[config.mk]
export PLATFORM = sky130hd
export DESIGN_NAME = counter_pwm
export DESIGN_NICKNAME = d
export VERILOG_FILES = /design/src/rtl/counter_pkg.sv /design/src/rtl/count_wrap_det.sv /design/src/rtl/counter_pwm.sv
export SDC_FILE = /design/constraint.sdc
export NUM_CORES = 1
export LEC_CHECK = 0
export ABC_CLOCK_PERIOD_IN_PS = 1810
export BUFFER_PORTS_ARGS = -buffer_cell sky130_fd_sc_hd__buf_2
export CAP_MARGIN = 30
export CORE_MARGIN = 5
export CORE_UTILIZATION = 25
export DETAILED_ROUTE_END_ITERATION = 10
export GPL_ROUTABILITY_DRIVEN = 1
export PLACE_DENSITY_LB_ADDON = 0.1
export REMOVE_ABC_BUFFERS = 1
export SETUP_SLACK_MARGIN = 0.1
export SYNTH_ARGS = -nofsm -noshare
export SYNTH_HDL_FRONTEND = slang
export SYNTH_SLANG_ARGS = --single-unit
[constraint.sdc]
create_clock -name clk -period 1.81 [get_ports clk]
set_clock_uncertainty 0.15 [all_clocks]
set_input_delay 0.362 -clock clk [delete_from_list [all_inputs] [get_ports clk]]
set_output_delay 0.362 -clock clk [all_outputs]
set_load 0.005 [all_outputs]
[src/rtl/counter_pkg.sv]
// Shared definitions for the counter-driven PWM block.
//   CNT_W_DEF : default width of the count input and duty value
//   state_e   : duty-load FSM states (IDLE = no shadow pending, PEND = shadow holds a duty)
//   cnt_max() : all-ones count value for a given width (the wrap-from value)
package counter_pkg;

  localparam int unsigned CNT_W_DEF = 8;

  typedef enum logic {
    IDLE = 1'b0,
    PEND = 1'b1
  } state_e;

  function automatic logic [31:0] cnt_max(input int unsigned w);
    cnt_max = (32'd1 << w) - 32'd1;
  endfunction

endpackage

[src/rtl/count_wrap_det.sv]
// Wrap detector for a free-running up-counter.
// A wrap is reported only on the transition all-ones -> zero, seen as
// registered previous count = 2^CNT_W-1 and current count = 0.
//   clk   : clock, rising edge
//   reset : synchronous, active-high; clears the previous-count register
//   count : current counter value
//   wrap  : combinational, high during the cycle the count reads 0 after all-ones
module count_wrap_det
  import counter_pkg::*;
#(
  parameter int unsigned CNT_W = CNT_W_DEF
) (
  input  logic             clk,
  input  logic             reset,
  input  logic [CNT_W-1:0] count,
  output logic             wrap
);

  logic [CNT_W-1:0] prev_q;

  // Clearing to zero (not all-ones) means no tick can fire until the
  // counter has actually been observed at its maximum after reset.
  always_ff @(posedge clk) begin
    if (reset) begin
      prev_q <= '0;
    end else begin
      prev_q <= count;
    end
  end

  assign wrap = (prev_q == '1) && (count == '0);

endmodule

[src/rtl/counter_pwm.sv]
// PWM generator driven by an external free-running counter.
// A new duty is accepted through a valid/ready handshake into a shadow
// register and transferred to the active register on the next count wrap,
// so each period is generated with a single, consistent duty value.
//   clk         : clock, rising edge
//   reset       : synchronous, active-high
//   count       : upstream up-count, wraps 2^CNT_W-1 -> 0
//   en          : output enable; 0 forces pwm inactive
//   duty        : requested duty, qualified by duty_valid
//   duty_valid  : duty-load request
//   duty_ready  : high when no duty is pending (a new one can be accepted)
//   pwm         : registered waveform, active level POL while count < active duty
//   period_tick : registered one-cycle pulse the cycle after each wrap
module counter_pwm
  import counter_pkg::*;
#(
  parameter int unsigned CNT_W = CNT_W_DEF,
  parameter logic        POL   = 1'b1
) (
  input  logic             clk,
  input  logic             reset,
  input  logic [CNT_W-1:0] count,
  input  logic             en,
  input  logic [CNT_W-1:0] duty,
  input  logic             duty_valid,
  output logic             duty_ready,
  output logic             pwm,
  output logic             period_tick
);

  state_e           state_q, state_d;
  logic [CNT_W-1:0] active_q, active_d;
  logic [CNT_W-1:0] shadow_q, shadow_d;
  logic             pwm_q, pwm_d;
  logic             tick_q;
  logic             wrap;

  count_wrap_det #(
    .CNT_W(CNT_W)
  ) u_wrap (
    .clk  (clk),
    .reset(reset),
    .count(count),
    .wrap (wrap)
  );

  // A handshake accepted in IDLE on a wrap cycle only fills the shadow;
  // the transfer to active waits for the next wrap seen from PEND.
  always_comb begin
    state_d    = state_q;
    active_d   = active_q;
    shadow_d   = shadow_q;
    duty_ready = (state_q == IDLE);
    unique case (state_q)
      IDLE: begin
        if (duty_valid) begin
          shadow_d = duty;
          state_d  = PEND;
        end
      end
      PEND: begin
        if (wrap) begin
          active_d = shadow_q;
          state_d  = IDLE;
        end
      end
      default: state_d = IDLE;
    endcase
  end

  // Plain unsigned compare: active = 0 never asserts, all-ones asserts
  // for every count except all-ones.
  always_comb begin
    pwm_d = ~POL;
    if (en && (count < active_q)) begin
      pwm_d = POL;
    end
  end

  always_ff @(posedge clk) begin
    if (reset) begin
      state_q  <= IDLE;
      active_q <= '0;
      shadow_q <= '0;
      pwm_q    <= ~POL;
      tick_q   <= 1'b0;
    end else begin
      state_q  <= state_d;
      active_q <= active_d;
      shadow_q <= shadow_d;
      pwm_q    <= pwm_d;
      tick_q   <= wrap;
    end
  end

  assign pwm         = pwm_q;
  assign period_tick = tick_q;

endmodule

==> flow_summary.toml <==
[status]
status = "complete, no violations"

[critical_path]
r2r_cells = 5
worst_ep_arrival_time_ns = 1.61
worstReg2RegEnd = "pwm"
cp-endpoint = "pwm"
critical_path_peak_fanout = 2
startpoint_type = "register"
type_of_the_worst_setup_path = "reg -> reg"
regToRegSetupSlack_ns = 0.27
data_required_time_at_the_worst_endpoint_ns = 1.88
timing.critical_path.slowest_cell_delay_ns = 0.39
crit_path_end_kind = "register"
worstSetupStartpoint = "active_q[4]"
worstPathCellList = "inv_1 -> ha_1 -> or3_1 -> a211oi_1 -> o21a_1"
r2r-start = "active_q[4]"
critPathSlowestCell = "sky130_fd_sc_hd__or3_1"

[power]
vdd_drop_max_mv = 0.243
power_switching_share = 0.233
clockPowerShare = 0.321
power.share.combinational = 0.095
fin_total_pwr_mw = 1.07
seqPwrFrac = 0.584
reported_net_switching_power_mw = 0.250
p_int_mw = 0.820
total_leakage_power_nw = 0.542
power-per-cell-area_nw_per_um2 = 794

[clock_tree]
cts.repair.resized = 0
cts_tree = "yes"
clk_latency_ns = 0.27
hold_buffers = 0
cts_buffer_depth = 2
cts.sink_count = 27
cts.clk_slew.worst_paths_ns = 0.10
cts_made_buffers = 3
postCtsSetupRepairBufs = 0
htree_depth = 1
root_buffer = "sky130_fd_sc_hd__clkbuf_8"

[logic_synthesis]
leading_cell_types_by_total_area_after_synthesis = "sky130_fd_sc_hd__dfxtp_1, sky130_fd_sc_hd__ha_1, sky130_fd_sc_hd__mux2i_1"
yosysWarningCount = 0
yosysUniqueCellTypes = 25
yosys_reg_bits = 27
seq_area_frac_synth = 0.482
post-synth-top-area-fraction = 0.482
average_cell_area_after_synthesis_sq_um = 9.68
syn_area_sq_um = 1120
synth_cells = 116
synth_area_leader_cell = "sky130_fd_sc_hd__dfxtp_1"

[timing]
final.period_utilization = 0.848
relSlewSlack = 0.710
achievable-frequency_mhz = 651
slew_violations = 0
setup-tns-final_ns = 0
worst_slew_pin_slew_ns = 0.424
rsz0062_at_grt = "no"
final_setup_violation_count = 0
period_minus_slack_ns = 1.54
final_hold_viol_count = 0

[cells_and_area]
most_frequent_standard_cell_in_the_layout_excluding_fill_and_tap_cells = "sky130_fd_sc_hd__dfxtp_1"
layout_common_cells = "sky130_fd_sc_hd__dfxtp_1, sky130_fd_sc_hd__buf_2, sky130_fd_sc_hd__nor2_1"
net_total_in_the_final_layout = 169
final_layout_size_suffix_gt1_frac = 0.234
num-fill-cells = 475
syn2layout_area_growth_pct = 20.0
antenna_cells_inserted = 0

[global_routing]
track_usage = 0.0891
grt_start_max_net_pins = 16
globalRouteOverflowTotal = 0
number_of_antenna_violations_at_the_first_check_in_global_routing = 0
grt_first_pass_wirelength_um = 4200
first_global_vias = 921

[route]
firstDrtPassIters = 4
met3_wirelength_um = 172
detailroute.wirelength.met2_um = 1170
vias = 884
routed_wirelength_um = 2500
remaining_drc_errors = 0
post_dr_vias_cell = 4.58
uppermost_signal_routing_layer_after_detailed_routing = "met4"
detailedRoute.firstIterationViolations = 28
wl_per_cell_um = 13.0
wl_met1_um = 1140
antenna_violating_nets_post_route = 0

[flow_run]
maxCapViolCount = 0

[floorplanning]
pin_count = 23
die_x_um = 77
floorplan.die.height_um = 77
row_count = 24
floorplan.die_area_sq_um = 5930
placeableCoreArea_sq_um = 4350
initial_core_util = 0.258

[place]
place_hpwl_um = 1970
gp_congestion = 0.699
port-buffer-count = 22

[worst_hold_path]
holdCritPathClass = "in -> reg"
registers in the layout, indices dropped and copies added (netlist names):
| signal | count |
|---|---|
| pwm | 1 |
| shadow_q | 8 |
| u_wrap.prev_q | 8 |
| active_q | 8 |
| period_tick | 1 |
| state_q | 1 |
synth_stat cells (all sizes together):
cell type / count
nor4: 1
nand3: 8
inv: 9
nor2b: 9
nor2: 10
nand4: 1
dfxtp: 27
a2111oi: 1
and4bb: 1
and4b: 2
a211oi: 2
mux2i: 8
o21a: 1
a21o: 1
or3: 1
a21oi: 8
and4: 1
ha: 7
o21ai: 9
o2111ai: 1
buf: 3
nand2b: 2
clkbuf: 3
worst min-delay path by stage:
stage	from	endpoint	slack (ns)	cells past startpoint
floorplan	reset	active_q[0]	0.28	1
global placement	shadow_q[7]	active_q[7]	0.31	2
detailed placement	active_q[3]	active_q[3]	0.32	2
CTS	duty[6]	shadow_q[6]	0.16	3
global route	duty[3]	shadow_q[3]	0.17	3
finish	duty[6]	shadow_q[6]	0.17	3
logic make-up after synthesis:
family,share of synthesized area
and+or+nand+nor,0.190
muxes,0.0714
DFF,0.482
AOI/OAI and AO/OA,0.118
adders and majority gates,0.0780
buffers and inverters,0.0613
area by class of cell:
class / instances / area [sq um] / area share
inverters: 9 / 33.8 / 0.0251
repair buffers: 27 / 148 / 0.110
clock buffers: 3 / 41.3 / 0.0307
multi-input cells: 74 / 513 / 0.381
well taps: 52 / 65.1 / 0.0483
flip-flops and latches: 27 / 541 / 0.401
clock inverters: 1 / 5.00 / 0.00372
worst max-delay path: cells and delay by family, from the launching register on:
family,cells,cell delay [ns]
compound gates,2,0.38
fa+ha+maj,1,0.18
buf+inv,1,0.05
flops,1,0.34
simple gates,1,0.39
per-layer routing:
| layer | global-route usage | vias up |
|---|---|---|
| met4 | 0.0361 | 0 |
| met2 | 0.147 | 27 |
| li1 | - | 451 |
| met3 | 0.0304 | 2 |
| met1 | 0.105 | 404 |
| met5 | 0 | - |
through the flow:
step	std cells	setup slack, ns	hold slack (ns)	utilization	cell area [sq um]
floorplan	110	0.293	0.281	-	1090
global placement	189	0.170	0.309	0.299	1300
finish	193	0.274	0.166	0.309	1350
CTS	193	0.250	0.158	0.309	1350
detailed placement	189	0.106	0.320	0.299	1300
global route	193	0.181	0.168	0.309	1350
power by group through the flow:
stage / sequential, mW / clock, mW / combinational, mW
after floorplan: 0.639 / 0 / 0.0468
after global routing: 0.628 / 0.381 / 0.116
final: 0.624 / 0.343 / 0.102
after global placement: 0.638 / 0 / 0.102
after detailed placement: 0.639 / 0 / 0.105
after CTS: 0.625 / 0.362 / 0.105
(Power assumes the default switching activity.)
